## config.mk

```make
export PLATFORM = sky130hd
export DESIGN_NAME = bm_job_arbiter
export DESIGN_NICKNAME = d
export VERILOG_FILES = /design/src/rtl/bm_job_arbiter.sv
export SDC_FILE = /design/constraint.sdc
export NUM_CORES = 1
export LEC_CHECK = 0
export CAP_MARGIN = 0
export CORE_AREA = 2 2 352 354
export CTS_CLUSTER_SIZE = 14
export DETAILED_ROUTE_END_ITERATION = 7
export DIE_AREA = 0 0 354 356
export GPL_ROUTABILITY_DRIVEN = 0
export PLACE_DENSITY_LB_ADDON = 0.1
export SETUP_SLACK_MARGIN = 0.2
export SYNTH_ARGS = -nofsm -noshare
export SYNTH_HDL_FRONTEND = slang
export SYNTH_SLANG_ARGS = --single-unit
```

## constraint.sdc

```tcl
create_clock -name clk -period 2.64 [get_ports clk]
set_input_delay 0.396 -clock clk [delete_from_list [all_inputs] [get_ports clk]]
set_output_delay 0.396 -clock clk [all_outputs]
set_load 0.05 [all_outputs]
```

## src/rtl/bm_job_arbiter.sv

```systemverilog
`default_nettype none
// +--------------------------------------------------------------------------+
// | Module      : bm_job_arbiter                                             |
// | Description : Round-robin arbiter sharing one Berlekamp-Massey engine    |
// |               among NUM_CH syndrome producers. One job in flight; the    |
// |               engine's single-cycle result is held in a ready/valid      |
// |               result slot tagged with the producing channel.             |
// | Options     : BM_TIMEOUT_EN - enables a TIMEOUT_CYC watchdog on the      |
// |               engine; expiry returns C(x)=1 with res_err set.            |
// | Revision    : 1.0 - initial release                                      |
// +--------------------------------------------------------------------------+
module bm_job_arbiter #(
   parameter int NUM_CH      = 4,
   parameter int CH_W        = 2,
   parameter int TIMEOUT_CYC = 64
) (
   input  logic                    clk,
   input  logic                    rst,
   input  logic [NUM_CH-1:0]       req_valid,
   input  logic [NUM_CH*128-1:0]   req_data,
   output logic [NUM_CH-1:0]       req_ready,
   output logic [127:0]            bm_data_in,
   output logic                    bm_valid_in,
   input  logic [127:0]            bm_poly_out,
   input  logic                    bm_valid_out,
   input  logic                    bm_busy,
   output logic                    res_valid,
   input  logic                    res_ready,
   output logic [127:0]            res_poly,
   output logic [CH_W-1:0]         res_ch,
   output logic                    res_err
);

   typedef enum logic [1:0] {
      ST_IDLE   = 2'd0,
      ST_LAUNCH = 2'd1,
      ST_WAIT   = 2'd2
   } state_t;

   state_t            r_state;
   state_t            w_state_nxt;
   logic [CH_W-1:0]   r_rr_ptr;
   logic [CH_W-1:0]   r_id;
   logic [127:0]      r_data;
   logic              r_res_valid;
   logic [127:0]      r_res_poly;
   logic [CH_W-1:0]   r_res_ch;

   logic              w_grant;
   logic              w_found;
   logic [CH_W-1:0]   w_winner;
   logic [CH_W-1:0]   w_cand;
   logic              w_capture;
   logic              w_timeout;

   // Elaboration-time sanity check of the parameter set
   if (CH_W != $clog2(NUM_CH) || NUM_CH < 2 || NUM_CH > 8 || TIMEOUT_CYC < 2) begin : g_param_chk
      $error("bm_job_arbiter: inconsistent NUM_CH/CH_W/TIMEOUT_CYC");
   end

   // Channel index wrap modulo NUM_CH (NUM_CH need not be a power of two)
   function automatic logic [CH_W-1:0] f_wrap(input int v);
      return CH_W'(v % NUM_CH);
   endfunction

   // Round-robin search: first requesting channel at or after r_rr_ptr
   always_comb begin
      w_found  = 1'b0;
      w_winner = '0;
      w_cand   = '0;
      for (int i = 0; i < NUM_CH; i++) begin
         w_cand = f_wrap(int'(r_rr_ptr) + i);
         if (!w_found && req_valid[w_cand]) begin
            w_found  = 1'b1;
            w_winner = w_cand;
         end
      end
   end

   // A grant needs an idle engine (no stale done pulse) and a free or draining result slot
   assign w_grant   = (r_state == ST_IDLE) && !rst && w_found && !bm_busy && !bm_valid_out &&
                      (!r_res_valid || res_ready);
   assign req_ready = w_grant ? (NUM_CH'(1) << w_winner) : '0;
   assign w_capture = (r_state == ST_WAIT) && bm_valid_out;

   // Next-state logic; the engine's done pulse has priority over the watchdog
   always_comb begin
      w_state_nxt = r_state;
      case (r_state)
         ST_IDLE:   if (w_grant) w_state_nxt = ST_LAUNCH;
         ST_LAUNCH: w_state_nxt = ST_WAIT;
         ST_WAIT:   if (bm_valid_out || w_timeout) w_state_nxt = ST_IDLE;
         default:   w_state_nxt = ST_IDLE;
      endcase
   end

   // State register, round-robin pointer and the job latched on grant
   always_ff @(posedge clk) begin
      if (rst) begin
         r_state  <= ST_IDLE;
         r_rr_ptr <= '0;
         r_id     <= '0;
         r_data   <= '0;
      end else begin
         r_state <= w_state_nxt;
         if (w_grant) begin
            r_data   <= req_data[int'(w_winner)*128 +: 128];
            r_id     <= w_winner;
            r_rr_ptr <= f_wrap(int'(w_winner) + 1);
         end
      end
   end

   assign bm_data_in  = r_data;
   assign bm_valid_in = (r_state == ST_LAUNCH);

   // Result slot: filled from the engine (or watchdog), drained by res_ready
   always_ff @(posedge clk) begin
      if (rst) begin
         r_res_valid <= 1'b0;
         r_res_poly  <= '0;
         r_res_ch    <= '0;
      end else begin
         if (r_res_valid && res_ready) r_res_valid <= 1'b0;
         if (w_capture) begin
            r_res_valid <= 1'b1;
            r_res_poly  <= bm_poly_out;
            r_res_ch    <= r_id;
         end else if (w_timeout) begin
            r_res_valid <= 1'b1;
            r_res_poly  <= 128'h1;
            r_res_ch    <= r_id;
         end
      end
   end

   assign res_valid = r_res_valid;
   assign res_poly  = r_res_poly;
   assign res_ch    = r_res_ch;

`ifdef BM_TIMEOUT_EN
   localparam int c_TMO_W = $clog2(TIMEOUT_CYC);

   logic [c_TMO_W-1:0] r_tmo_cnt;
   logic               r_res_err;

   // Cycles since launch: 0 in the LAUNCH cycle, k in the k-th cycle after it
   always_ff @(posedge clk) begin
      if (rst)                    r_tmo_cnt <= '0;
      else if (w_grant)           r_tmo_cnt <= '0;
      else if (r_state != ST_IDLE) r_tmo_cnt <= r_tmo_cnt + 1'b1;
   end

   // Expiry makes res_valid rise exactly TIMEOUT_CYC cycles after the launch cycle
   assign w_timeout = (r_state == ST_WAIT) && !bm_valid_out &&
                      (r_tmo_cnt == c_TMO_W'(TIMEOUT_CYC - 1));

   // Error flag travels with the captured result
   always_ff @(posedge clk) begin
      if (rst)            r_res_err <= 1'b0;
      else if (w_capture) r_res_err <= 1'b0;
      else if (w_timeout) r_res_err <= 1'b1;
   end

   assign res_err = r_res_err;
`else
   assign w_timeout = 1'b0;
   assign res_err   = 1'b0;
`endif

endmodule
`default_nettype wire
```

## Yosys cells after proc, flatten, opt, wreduce, memory -nomap -nowiden

Index checks and enable logic that the tools add are counted.

- Div/mod/pow operators: 0
- Magnitude comparators: 4
- $mul: 0
- Bitwise operators: 0
- Shift-type cells: 2
- Muxes and demuxes: 22
- Equality and inequality tests: 4
- Reductions and logical operators: 21
- Add/subtract/negate cells: 4

Operator list:

| cell | count |
|---|---|
| $shiftx 512x10->128 | 1 |
| $lt 2x3->1 const B | 4 |
| $mux 2 | 6 |
| $logic_and 1x1->1 | 10 |
| $mux 1 | 10 |
| $bmux 1 s2 | 4 |
| $logic_not 1->1 | 7 |
| $pmux 2 s3 | 1 |
| $add 2x1->2 const B | 2 |
| $add 2x2->2 const B | 2 |
| $mux 4 | 1 |
| $ne 2x2->1 const B | 2 |
| $shl 1x2->4 const A | 1 |
| $eq 2x1->1 const B | 1 |
| $eq 2x2->1 const B | 1 |
| $logic_not 2->1 | 1 |
| $reduce_and 2->1 | 1 |
| $reduce_bool 2->1 | 1 |
| $logic_or 1x1->1 | 1 |

- Bits of input ports: 649
- Memories: 0
- ROM bits: 0
- Output and inout bits: 265
- Logic and storage cells: 64
- Register bits: 265
- Latch bits: 0
- RAM bits: 0

## Depth between registers and ports, before layout

- Word-level depth: 18
- Gate-level depth with buffers: 11

## Worst setup path before layout

Ideal clock, no wire load.

- Path kind: input-to-output
- Start: input req_valid[0]
- End: output req_ready[1]
- Arrival: 2482 ps
- Buffers on the path: 4
- Required time: 2244 ps
- Path slack: -238 ps
- Cell stages on the path: 10
- Cell sequence: nor2b_1 > nor4_2 > buf_2 > nor2_1 > buf_2 > buf_2 > buf_2 > inv_1 > ha_1 > and2_1

- Elaborated cells between the ends (all ways): 28

RTL lines:

| element | RTL line | RTL |
|---|---|---|
| start: declaration | 19 | `input logic [NUM_CH-1:0] req_valid,` |
| $bmux 1 s2 | 73 | `if (!w_found && req_valid[w_cand]) begin` |
| $mux 1 (not written as such) | 73 |  |
| $mux 1 | 73 |  |
| $logic_not 1->1 | 73 |  |
| $logic_and 1x1->1 | 73 |  |
| $mux 1 | 73 |  |
| $logic_not 1->1 | 73 |  |
| $logic_and 1x1->1 | 73 |  |
| $mux 1 | 73 |  |
| $logic_not 1->1 | 73 |  |
| $logic_and 1x1->1 | 73 |  |
| $mux 2 * | 73 |  |
| via w_winner[0] | 51 | `logic [CH_W-1:0] w_winner;` |
| $shl 1x2->4 * | 83 | `assign req_ready = w_grant ? (NUM_CH'(1) << w_winner) : '0;` |
| $mux 4 * | 83 |  |
| end: declaration | 21 | `output logic [NUM_CH-1:0] req_ready,` |

The timed path passes the listed nets; every way through them passes the cells marked *. The select of a mux whose other input is x is not followed.

## Worst setup path after layout

- Start: register r_state[1]
- End: output req_ready[1]

- Cells in the longest elaborated chain, start to end: 7

Ends and longest elaborated chain:

| element | RTL line | RTL |
|---|---|---|
| start: declaration | 40 | `state_t r_state;` |
| start signal: assignment | 105 | `r_state <= w_state_nxt;` |
| $logic_not 2->1 | 81 | `assign w_grant = (r_state == ST_IDLE) && !rst && w_found && !bm_busy && !bm_valid_out &&` |
| $logic_and 1x1->1 (5 in a row) | 81 |  |
| $mux 4 | 83 |  |

No other way between the ends.

==> metrics.yaml <==
drt-total-wl_um: 96300
dr_wl_met3_um: 9840
cts_tree: "built"
critPathTopFamily: "simple AND/OR/NAND/NOR gates"
first_iter_violations: 609
hp-start: "rst"
synth_area_mm2: 0.0126
rsz0062_at_grt: "yes"
grt_usage: 0.146
rows: 129
final_cell_mix: "903 x clkdlybuf4s50_1, 265 x nand2_1, 263 x dfxtp_1, 250 x a21oi_1, 122 x nand3_1"
area_growth_pct: 114
synth.avg_cell_area_um2: 8.38
dieArea_mm2: 0.126
cts-root-buf: "clkbuf_16"
path_cells: "or4_4 -> or4_4 -> inv_8 -> buf_6 -> and2_4 -> buf_8"
min_to: "r_rr_ptr[0]"
hpwl_um: 75000
drtPass1Iterations: 5
synth_nets: 2160
crit_type: "register to primary output"
cp-startpoint: "r_state[1]"
r2r_setup_slack_ps: -70
cp_max_fo: 3
worst_slack_ps: -146
dr_wl_met2_um: 49800
yosysWarnings: 0
min_period_over_period: 1.06
violations: "setup timing"
period_needed_ps: 2790
slowest_stage: "or4_4"
holdPathStages: 4
ir_drop_uv: 339
dp.cells: 4042
overflow: 0
htreeDepth: 2
r2r_start: "r_state[1]"
yosys.area.top_type: "dfxtp_1"
nets: 3130
hp-class: "input port to register"
path_buf_inv: 3
drv_cap: 0
setup_tns_ps: -1290
clk_latency_ps: 590
synth.distinct_cells: 36
m1WireLength_um: 33900
crit_arrival_ps: 2390
status: "finished, violations left"
finClkSkew_ps: 28.8
fmax_ghz: 0.359
clkSlewWorstSetupHoldPaths_ps: 60
vias: 15900
die_x_um: 354
grt_pass1_wl_um: 131000
fp.coreArea_mm2: 0.123
relSlewSlack: 0.488
port_buffers: 912
final_common_cell: "clkdlybuf4s50_1"
slew_violations: 0
boundaryPins: 914
synth-seq-area-share: 0.420
numCtsBuffers: 41
grt_pass1_vias: 16900
yosys.area.top_type_share: 0.420
die_y_um: 356
stdcell_count: 4170
clock-sinks: 265
hold_violations: 0
power_density_mw_per_mm2: 508
clockBufferDepth: 3
grt_max_degree: 120
drive_above_1_share: 0.153
wire_per_inst_um: 23.1
required_ps: 2240
finalSetupViolCount: 26
initial_core_util: 0.103
ant_nets: 0
leakagePower_nw: 9.62
ys_top_cells_by_area: "dfxtp_1 42%, mux2_2 10%, a21oi_1 9.9%"
vias_per_cell: 3.82
ys_seq_elements: 265
worstSetupEndpointType: "primary output"
worst_path_most_repeated_cell: "or4_4"
antenna_found_initial: 60
critPathMaxStageDelay_ps: 530
worst_slew_pin_slew_ps: 766
maxUsedRoutingLayer: "met5"
cp-start-kind: "register"
drc: 0
r2r_cells: 10
r2r_end: "bm_data_in[91]"
synthCells: 1507
[metrics by stage]
step                worst slack, ps  utilization  cell area, um^2  total power (W)  hold WS (ps)
CTS                            -240        0.219            26900           0.0141           240
global placement               -560        0.202            24700          0.00786           443
finish                         -146        0.220            27000           0.0137           303
global route                   -240        0.220            27000           0.0143           309
floorplan                       201            -            12700          0.00585           432
detailed placement             -600        0.202            24700          0.00785           448
[tightest hold or removal path: cells and delay by family]
kind | cells | cell delay (ps)
AND/OR/NAND/NOR | 2 | 170
buffers and inverters | 1 | 70
AO/OA/AOI/OAI | 1 | 210
[report_power, final]
part	internal (W)	total (W)	switching, W
Clock	0.00362	0.00587	0.00225
Combinational	0.00185	0.00356	0.00171
Sequential	0.00418	0.00430	0.000117
[kinds of logic (layout without fill, tap and decap cells)]
family,count (synthesis),in the layout,synth area share
AOI/OAI and AO/OA,513,513,0.256
adders and majority gates,4,4,0.00396
buffers and inverters,160,1160,0.0534
DFF,265,265,0.420
muxes,135,135,0.118
other,1,27,0.000297
and+or+nand+nor,429,429,0.148
[sequential cells by signal (all words and copies together), names as in the netlist]
register    cells
bm_data_in    128
r_id            2
r_rr_ptr        2
r_state         2
res_ch          2
res_poly      128
res_valid       1
[per-layer routing]
| layer | track usage | vias up |
|---|---|---|
| met3 | 0.0659 | 153 |
| li1 | - | 7502 |
| met5 | 0 | - |
| met2 | 0.266 | 679 |
| met4 | 0.0503 | 44 |
| met1 | 0.146 | 7539 |
[synth_stat cells]
| master | count |
|---|---|
| and2_1 | 4 |
| a221o_1 | 113 |
| mux2i_1 | 22 |
| inv_1 | 3 |
| o21ai_2 | 1 |
| nand3b_1 | 12 |
| nor4_2 | 1 |
| buf_1 | 11 |
| and3b_1 | 1 |
| nor4_1 | 1 |
| buf_2 | 18 |
| nand2_1 | 265 |
| nor2_1 | 12 |
| o221ai_1 | 11 |
| a21oi_1 | 250 |
| conb_1 | 1 |
| ha_1 | 4 |
| nor2b_1 | 5 |
| a211o_1 | 2 |
| a21o_1 | 4 |
| o21bai_1 | 1 |
| o21ba_2 | 1 |
| buf_4 | 13 |
| nand3_1 | 122 |
| inv_4 | 1 |
| mux2_2 | 113 |
| clkbuf_1 | 114 |
| a22oi_1 | 1 |
| a211oi_1 | 3 |
| a311o_1 | 4 |
| or4_1 | 3 |
| nor3_4 | 1 |
| nor2_2 | 1 |
| dfxtp_1 | 265 |
| o21ai_0 | 122 |
| nor3_1 | 1 |
[area by class of cell]
type	count	area, um^2
multi-input combinational	1082	6780
clock inverter	13	199
sequential	265	5310
tap	1637	2050
clock buffer	60	1230
fill	13400	95700
inverter	4	22.5
timing repair buffer	1083	11400
antenna	26	65.1
[worst max-delay path by stage]
stage	cells past startpoint	end
6_report	6	req_ready[1]
5_1_grt	6	req_ready[1]
4_1_cts	6	req_ready[1]
3_5_place_dp	8	bm_data_in[54]
3_3_place_gp	8	bm_data_in[60]
2_1_floorplan	10	req_ready[1]
[repair_timing]
item | in CTS | in global routing
hold buffers | 0 | 0
buffers inserted | 17 | 1
cloned | 11 | 0
endpoints found under the setup margin | 132 | 123
gates resized for setup | 44 | 17
pin swaps | 13 | 30
(Power assumes the default switching activity.)
